[src/rtl/dem_giay_phut.sv]
// MM:SS BCD counter fed by an edge-detected slow tick, with a validated preset load and a
// multiplexed 4-digit common-anode display. Optional macro: DEM_GIAY_PHUT_BLANK_LEAD_EN.
module dem_giay_phut #(
   parameter int unsigned SCAN_DIV = 50000,
   parameter int unsigned MAX_MIN  = 59
) (
   input  logic        clk_50MHz,
   input  logic        rst_n,
   input  logic        tick_in,
   input  logic        run,
   input  logic        clear,
   input  logic        load_valid,
   input  logic [15:0] load_bcd,
   output logic        load_ack,
   output logic        load_err,
   output logic [15:0] time_bcd,
   output logic        carry_out,
   output logic [3:0]  an_n,
   output logic [6:0]  seg_n,
   output logic        dp_n
);

   localparam int unsigned       SCAN_W    = (SCAN_DIV > 1) ? $clog2(SCAN_DIV) : 1;
   localparam logic [SCAN_W-1:0] SCAN_LAST = SCAN_W'(SCAN_DIV - 1);
   localparam logic [3:0]        MAX_MT    = 4'(MAX_MIN / 10);
   localparam logic [3:0]        MAX_MO    = 4'(MAX_MIN % 10);

   typedef enum logic [1:0] {
      DIG_SEC_ONES = 2'd0,
      DIG_SEC_TENS = 2'd1,
      DIG_MIN_ONES = 2'd2,
      DIG_MIN_TENS = 2'd3
   } digit_e;

   function automatic logic [6:0] seg_decode(input logic [3:0] v);
      logic [6:0] s;
      case (v)
         4'd0:    s = 7'b1000000;
         4'd1:    s = 7'b1111001;
         4'd2:    s = 7'b0100100;
         4'd3:    s = 7'b0110000;
         4'd4:    s = 7'b0011001;
         4'd5:    s = 7'b0010010;
         4'd6:    s = 7'b0000010;
         4'd7:    s = 7'b1111000;
         4'd8:    s = 7'b0000000;
         4'd9:    s = 7'b0010000;
         default: s = 7'b1111111;
      endcase
      return s;
   endfunction

   logic              tick_dly_q, tick_dly_d;
   logic [15:0]       time_q, time_d;
   logic              ack_q, ack_d;
   logic              err_q, err_d;
   logic              carry_q, carry_d;
   logic [SCAN_W-1:0] scan_q, scan_d;
   digit_e            dig_q, dig_d;
   logic [3:0]        an_q, an_d;
   logic [6:0]        seg_q, seg_d;
   logic              dp_q, dp_d;

   logic              tick_rise;
   logic              load_ok;
   logic [15:0]       inc_time;
   logic              inc_wrap;
   logic [3:0]        digit_val;

   assign tick_rise = tick_in & ~tick_dly_q;

   always_comb begin
      load_ok = (load_bcd[3:0] <= 4'd9) && (load_bcd[7:4] <= 4'd5) &&
                (load_bcd[11:8] <= 4'd9) && (load_bcd[15:12] <= 4'd9) &&
                ((load_bcd[15:12] < MAX_MT) ||
                 ((load_bcd[15:12] == MAX_MT) && (load_bcd[11:8] <= MAX_MO)));
   end

   // Ripple the increment digit by digit; minutes fold to 00 at MAX_MIN rather than 99.
   always_comb begin
      inc_time = time_q;
      inc_wrap = 1'b0;
      if (time_q[3:0] != 4'd9) begin
         inc_time[3:0] = time_q[3:0] + 4'd1;
      end else begin
         inc_time[3:0] = '0;
         if (time_q[7:4] != 4'd5) begin
            inc_time[7:4] = time_q[7:4] + 4'd1;
         end else begin
            inc_time[7:4] = '0;
            if ((time_q[15:12] == MAX_MT) && (time_q[11:8] == MAX_MO)) begin
               inc_time[15:8] = '0;
               inc_wrap       = 1'b1;
            end else if (time_q[11:8] != 4'd9) begin
               inc_time[11:8] = time_q[11:8] + 4'd1;
            end else begin
               inc_time[11:8]  = '0;
               inc_time[15:12] = time_q[15:12] + 4'd1;
            end
         end
      end
   end

   always_comb begin
      tick_dly_d = tick_in;
      time_d     = time_q;
      ack_d      = 1'b0;
      err_d      = 1'b0;
      carry_d    = 1'b0;
      if (clear) begin
         time_d = '0;
      end else if (load_valid) begin
         if (load_ok) begin
            time_d = load_bcd;
            ack_d  = 1'b1;
         end else begin
            err_d = 1'b1;
         end
      end else if (tick_rise && run) begin
         time_d  = inc_time;
         carry_d = inc_wrap;
      end
   end

   always_comb begin
      scan_d = scan_q + SCAN_W'(1);
      dig_d  = dig_q;
      if (scan_q == SCAN_LAST) begin
         scan_d = '0;
         case (dig_q)
            DIG_SEC_ONES: dig_d = DIG_SEC_TENS;
            DIG_SEC_TENS: dig_d = DIG_MIN_ONES;
            DIG_MIN_ONES: dig_d = DIG_MIN_TENS;
            default:      dig_d = DIG_SEC_ONES;
         endcase
      end
   end

   always_comb begin
      digit_val = time_q[3:0];
      an_d      = 4'b1110;
      case (dig_q)
         DIG_SEC_ONES: begin digit_val = time_q[3:0];   an_d = 4'b1110; end
         DIG_SEC_TENS: begin digit_val = time_q[7:4];   an_d = 4'b1101; end
         DIG_MIN_ONES: begin digit_val = time_q[11:8];  an_d = 4'b1011; end
         default:      begin digit_val = time_q[15:12]; an_d = 4'b0111; end
      endcase
      seg_d = seg_decode(digit_val);
      dp_d  = (dig_q != DIG_MIN_ONES);
`ifdef DEM_GIAY_PHUT_BLANK_LEAD_EN
      if ((dig_q == DIG_MIN_TENS) && (time_q[15:12] == 4'd0)) begin
         an_d  = 4'b1111;
         seg_d = 7'b1111111;
      end
`endif
   end

   always_ff @(posedge clk_50MHz or negedge rst_n) begin
      if (!rst_n) begin
         tick_dly_q <= 1'b0;
         time_q     <= '0;
         ack_q      <= 1'b0;
         err_q      <= 1'b0;
         carry_q    <= 1'b0;
         scan_q     <= '0;
         dig_q      <= DIG_SEC_ONES;
         an_q       <= 4'b1110;
         seg_q      <= 7'b1000000;
         dp_q       <= 1'b1;
      end else begin
         tick_dly_q <= tick_dly_d;
         time_q     <= time_d;
         ack_q      <= ack_d;
         err_q      <= err_d;
         carry_q    <= carry_d;
         scan_q     <= scan_d;
         dig_q      <= dig_d;
         an_q       <= an_d;
         seg_q      <= seg_d;
         dp_q       <= dp_d;
      end
   end

   assign time_bcd  = time_q;
   assign load_ack  = ack_q;
   assign load_err  = err_q;
   assign carry_out = carry_q;
   assign an_n      = an_q;
   assign seg_n     = seg_q;
   assign dp_n      = dp_q;

endmodule

[config.mk]
export PLATFORM = sky130hd
export DESIGN_NAME = dem_giay_phut
export DESIGN_NICKNAME = d
export VERILOG_FILES = /design/src/rtl/dem_giay_phut.sv
export SDC_FILE = /design/constraint.sdc
export NUM_CORES = 1
export LEC_CHECK = 0
export CORE_UTILIZATION = 43
export DETAILED_ROUTE_END_ITERATION = 16
export PLACE_DENSITY = 0.78
export SETUP_SLACK_MARGIN = 0.02
export SLEW_MARGIN = 20
export SYNTH_ARGS = -nofsm -noshare
export SYNTH_HDL_FRONTEND = slang
export SYNTH_SLANG_ARGS = --single-unit
export TNS_END_PERCENT = 1
[constraint.sdc]
create_clock -name clk_50MHz -period 2.1 [get_ports clk_50MHz]
set_input_delay 0.315 -clock clk_50MHz [delete_from_list [all_inputs] [get_ports clk_50MHz]]
set_output_delay 0.315 -clock clk_50MHz [all_outputs]
set_load 0.1 [all_outputs]
==> reports/results.tsv, run 1 <==
metric	value	unit
Crit path largest cell delay	0.42	ns
Worst Clk Skew	0.004541	ns
Die Span Y	83.36	um
Clock Path Buffers	2	
CTS tree	built	
Storage cell area	1244	um2
Synth area leader	dfrtp_1	
core area	6386	um2
#FFs+latches synth	49	
antenna cells	0	
PD cells	713.8	nW/um2
library cells used by synthesis	70	
largest net degree at the start of global routing	28	
via count	2404	
number of vias per cell	5.565	
Cell Area, Synth	2846	um2
Final HPWL DP	5.108	mm
IR drop worst, VDD	0.6563	mV
RSZ-0062 raised after global routing	yes	
Async SR Flop Fraction	100.0	%
Die Wd	83.36	um
drt wl/cell	15.25	um
reg-to-reg slack, setup	0.09	ns
total of max-cap violations	0	
gr usage total	20.41	%
Post-synth EDFFs	0	
post-route total power	2.619	mW
# DRC	0	
worst skew pair latency	0.31	ns
num rows	29	
Seq/Total Area, Yosys	43.25	%
Routability Congestion	0.9134	
top post-synthesis cells by area	dfrtp_1, ha_1, dfstp_2, a21oi_1, inv_1	
hold path cells	1	
vias in the first global route	2473	
Final Hold Violating Endpoints	0	
Ys Warns	0	
CTS Sinks	49	
boundary pin count	53	
TritonCTS buffer count	5	
Tcrit/Tclk final	95.67	%
top_reg_cell synth	dfrtp_1	
Fillers	548	
# setup viols final	0	
Final Max Slew Viols	0	
slowest library cell on the worst path	a222oi_1	
post-place instance area	3523	um2
CTS Root Cell	clkbuf_8	
Worst-path clk slew	0.10	ns
IO Port Bufs	52	
top cells by count, synth	dfrtp_1, inv_1, a21oi_1	
Critical Path RT	2.31	ns
H-tree lvl count	2	
CP Launch Type	register	
Worst slew margin	64.58	%
Synth Area per Inst	10.20	um2
count leader, synth	dfrtp_1	
synthesized net count	315	
final antenna-violating net count	0	
top-area cell type share of the netlist area	39.56	%
global-route wire length before repair	11.53	mm
cells on worst reg2reg path	8	
area delta synth->final	28.92	%
initial antenna violation count	0	
Tmin final	2.009	ns
Overflow after GRT	0	
static leakage	1.604	nW
Initial Util	44.57	%
fin area	3670	um2
drt initial violations	100	
critical path endpoint category	register	
Achievable Freq	497.7	MHz
Synth Instances	279	
crit path kind	register to register	
arrival time at the worst endpoint	2.22	ns
Multi-input gate area	1513	um2
CP Max Fanout	5	
status	complete, no violations	
Total Nets Final	390	
worst min path class	input port to register	
share of cells above drive strength 1	30.42	%
Slew @ Worst Pin	0.5313	ns
die area	6949	um2
crit-path cells	inv_2 -> ha_2 -> a222oi_1 -> mux2i_2 -> buf_4 -> ha_1 -> mux2i_1 -> a21oi_1	
Post-Route WL	6.587	mm
DRT Pass-1 Iters	5	
## where the power goes
part / switching, mW / leakage [nW] / total (mW) / internal (mW)
clock: 0.339 / 0.0445 / 0.576 / 0.237
combinational: 0.688 / 0.939 / 0.962 / 0.274
sequential: 0.0681 / 0.620 / 1.08 / 1.01
total: 1.10 / 1.60 / 2.62 / 1.52
## repair_timing
action,in CTS,in global routing
hold buffers,1,0
pin swaps,1,2
gates cloned,0,0
setup buffers,2,0
hold endpoints to repair,22,0
resized for setup,1,9
setup endpoints to repair,3,7
## flip-flops by register name, indices dropped and copies added (netlist names)
| signal | cells |
|---|---|
| scan_q | 16 |
| time_bcd | 16 |
| seg_n | 7 |
| an_n | 3 |
| dig_q | 2 |
| carry_out | 1 |
| dp_n | 1 |
| load_ack | 1 |
| load_err | 1 |
| tick_dly_q | 1 |
## final timing paths
path / from / endpoint
worst max-delay path: dig_q[1] / seg_n[5]
worst min-delay path: tick_in / tick_dly_q
worst max register to register: dig_q[1] / seg_n[5]
worst min register to register: scan_q[0] / scan_q[0]
max in group asynchronous: rst_n / seg_n[6]
min in group asynchronous: rst_n / carry_out
## metal layers
metal,global-route usage [%],part of all wire (%)
met5,0,0
met3,4.374,5.3
met4,7.210,1.8
met1,27.98,46
met2,31.97,47
## logic make-up (layout without fill, tap and decap cells)
logic type	after synthesis	after routing	synth area share, %
buffers and inverters	32	108	4.703
AOI/OAI and AO/OA	67	67	17.67
and+or+nand+nor	88	88	18.24
xor gates and xnor gates	15	15	4.616
adders and majority gates	14	14	6.154
muxes	14	14	5.362
DFF	49	49	43.25
## layout by cell type, fill, tap and decap left out, drive strengths merged, types with 4 or more instances in the layout
master,n
clkbuf,5
o21ai,9
a222oi,4
dfrtp,45
xor2,6
mux2i,7
ha,14
nand3,12
or2,4
buf,56
inv,23
a22oi,5
xnor2,9
nor2b,6
clkdlybuf4s50,20
nor2,17
mux2,7
nor3,10
a21oi,19
nand2,14
dfstp,4
## critical path: cells and delay by family (launching register included)
kind,cells,cell delay (ns)
AO/OA/AOI/OAI,2,0.50
adder cells (fa/ha/maj),2,0.41
buffers and inverters,2,0.25
flip-flops,1,0.41
multiplexers,2,0.32
## cell type report
| cell class | instances | area share (%) |
|---|---|---|
| tap | 77 | 2.625 |
| clock buffer | 5 | 1.875 |
| sequential | 49 | 33.89 |
| clock inverter | 3 | 0.5796 |
| inverter | 23 | 2.353 |
| timing repair buffer | 77 | 17.46 |
| multi-input combinational | 198 | 41.22 |
## per-stage QoR
stage	cells	hold WS [ns]	setup TNS [ns]	utilization, %	setup WS, ns
CTS	432	0.4469	0	57.03	0.02987
global route	432	0.4489	-0.1927	57.46	-0.05415
finish	432	0.4527	0	57.46	0.09087
floorplan	279	0.01941	-0.2029	-	-0.03387
global placement	421	0.3284	0	55.17	0.02491
detailed placement	421	0.3300	-0.08179	55.17	-0.03852
Power figures use the tool's default switching activity.
==> inputs of run 2 (changes only) <==
--- a/config.mk
+++ b/config.mk
@@ -5,6 +5,7 @@
 export SDC_FILE = /design/constraint.sdc
 export NUM_CORES = 1
 export LEC_CHECK = 0
+export ABC_AREA = 1
 export CORE_UTILIZATION = 43
 export DETAILED_ROUTE_END_ITERATION = 16
 export PLACE_DENSITY = 0.78
==> reports/results.tsv, run 2 <==
metric	value	unit	change
status	finished with violations		
failing checks	DRC		
largest family of logic cells by synthesized area	simple AND/OR/NAND/NOR gates		
IO Port Bufs	52		unchanged
Final Max Slew Viols	0		unchanged
synthesized net count	408		+30%
Critical Path RT	2.29	ns	-0.02 ns
Synth Area in Compound Gates	10.26	%	-7.4 points
Initial Util	44.98	%	+0.41 points
top cells by count, synth	nand2_1, inv_1, dfrtp_1		
final antenna-violating net count	0		unchanged
CP Max Fanout	4		-1
arrival time at the worst endpoint	2.04	ns	-0.18 ns
Post-Route WL	6.489	mm	-1.5%
drt initial violations	137		+37%
most frequent cells in the layout	nand2_1, inv_1, dfrtp_1		
global-route wire length before repair	11.36	mm	-1.5%
Cell Area, Synth	2889	um2	+1.5%
Synth Area per Inst	7.766	um2	-24%
post-synthesis mux area share	0	%	-5.4 points
total negative setup slack	0	ns	unchanged
# DRC	4		+4
TritonCTS buffer count	5		unchanged
via count	2594		+7.9%
Routability Congestion	0.8716		-4.6%
count leader, synth	nand2_1		
most used cell, CP	inv_1		
Synth Area in XOR/XNOR	2.728	%	-1.9 points
Storage cell area	1232	um2	-0.91%
Tmin final	1.849	ns	-0.1605 ns
DRT Pass-1 Iters	10		+5
number of vias per cell	5.076		-8.8%
static leakage	1.823	nW	+14%
IR drop worst, VDD	0.4181	mV	-36%
Total Nets Final	469		+20%
critical path endpoint category	register		
crit-path cells	inv_1 -> ha_1 -> inv_1 -> o21ai_0 -> o22ai_1 -> buf_4 -> ha_1 -> inv_1 -> nand2_1 -> nand2_1 -> o21ai_0		
Hold Slack	0.4603	ns	+0.007616 ns
Worst-path clk slew	0.09	ns	about the same
gr usage total	20.12	%	-0.29 points
Tcrit/Tclk final	88.03	%	-7.6 points
fin util	55.80	%	-1.7 points
library cells used by synthesis	34		-51%
slowest library cell on the worst path	dfrtp_1		
Overflow after GRT	0		unchanged
Async SR Flop Fraction	100.0	%	unchanged
Final Hold Violating Endpoints	0		unchanged
num rows	29		unchanged
top_reg_cell synth	dfrtp_1		
worst skew pair latency	0.31	ns	about the same
commonest non-fill, non-tap cell in the layout	nand2_1		
worst min path class	register to register		
CTS Root Cell	clkbuf_8		
H-tree lvl count	2		unchanged
RSZ-0062 raised after global routing	no		
# setup viols final	0		unchanged
Synth area leader	dfrtp_1		
total of max-cap violations	0		unchanged
share of cells above drive strength 1	16.13	%	-14 points
simple-gate share of the synthesized area	30.53	%	+12 points
Worst slew margin	64.31	%	-0.27 points
post-CTS setup buffer count	0		-2
Fillers	618		+13%
Multi-input gate area	1439	um2	-4.9%
CP Launch Type	register		
delay-heaviest family, CP	flip-flops		
crit path kind	register to register		
die area	7050	um2	+1.5%
area delta synth->final	24.04	%	
Die Wd	83.97	um	+0.73%
boundary pin count	53		unchanged
largest net degree at the start of global routing	29		+3.6%
top-area cell type share of the netlist area	38.98	%	-0.58 points
Placement Setup Slack	0.1919	ns	+0.2304 ns
vias in the first global route	2598		+5.1%
antenna cells	0		unchanged
Synth Instances	372		+33%
Achievable Freq	540.9	MHz	+8.7%
Final HPWL DP	5.111	mm	about the same
Die Span Y	83.97	um	+0.73%
Worst Clk Skew	0.006941	ns	+0.002401 ns
Crit path largest cell delay	0.43	ns	about the same
top post-synthesis cells by area	dfrtp_1, nand2_1, inv_1, ha_1, o21ai_0		
CTS tree	built		
Post-synth EDFFs	0		unchanged
drt wl/cell	12.70	um	-17%
#FFs+latches synth	49		unchanged
Seq/Total Area, Yosys	42.62	%	-0.64 points
setup ws final	0.2514	ns	+0.1605 ns
PD cells	837.9	nW/um2	+17%
Ys Warns	0		unchanged
core area	6422	um2	+0.57%
initial antenna violation count	0		unchanged
Post-Synth Adder-Cell Area	6.063	%	-0.091 points
Slew @ Worst Pin	0.5354	ns	+0.004048 ns
Clock Path Buffers	2		unchanged
worst path buffer plus inverter count	4		+2
CTS Sinks	49		unchanged
run 2: where the power goes:
part | switching, mW | internal (mW) | total [mW]
logic | 0.893 | 0.267 | 1.16
clock network | 0.328 | 0.388 | 0.716
registers | 0.0985 | 1.03 | 1.13
total | 1.32 | 1.68 | 3.00
run 2: final timing paths:
path	startpoint	to	slack, ns	cells after the start
setup / recovery	dig_q[1]	seg_n[0]	0.25	11
hold / removal	scan_q[0]	scan_q[0]	0.46	1
max in group asynchronous	rst_n	seg_n[6]	1.00	3
hold reg to reg	scan_q[0]	scan_q[0]	0.46	1
setup reg to reg	dig_q[1]	seg_n[0]	0.25	11
min in group asynchronous	rst_n	scan_q[7]	0.51	2
run 2: cells by family after synthesis:
family	after synthesis
XOR/XNOR	9
buffers and inverters	57
AND/OR/NAND/NOR	190
AO/OA/AOI/OAI	53
adder cells (fa/ha/maj)	14
flip-flops	49
run 2: stage by stage:
step | std cells | cell area [um2] | power (mW)
6_report | 511 | 3583 | 3.003
5_1_grt | 511 | 3583 | 3.140
4_1_cts | 511 | 3577 | 3.015
3_5_place_dp | 502 | 3447 | 2.302
3_3_place_gp | 502 | 3447 | 2.286
2_1_floorplan | 372 | 2890 | 1.997
run 2: what timing repair did:
action	4_1_cts	5_1_grt
endpoints found under the setup margin	0	3
hold buffers	1	0
hold endpoints to repair	21	0
gates resized for setup	0	1
run 2: cell type report:
cell class                      count  share of cell area, %
Tap cell                           77                  2.689
Multi-Input combinational cell    266                  40.15
Timing Repair Buffer               57                  13.69
Clock inverter                      2                  1.047
Sequential cell                    49                  34.39
Clock buffer                        6                  2.304
Inverter                           54                  5.726
run 2: worst reg2reg max path, stage by stage, from the launching register on:
cell	delay [ns]
dfrtp_1	0.43
inv_1	0.12
ha_1	0.22
inv_1	0.09
o21ai_0	0.15
o22ai_1	0.12
buf_4	0.16
ha_1	0.19
inv_1	0.06
nand2_1	0.05
nand2_1	0.07
o21ai_0	0.08
run 2: per-layer routing:
layer	vias to the layer above	global-route usage [%]	wire [um]
li1	1315	-	-
met2	73	35.10	3176
met1	1197	24.62	2924
met5	-	0	0
met3	9	4.154	300
met4	0	6.897	87
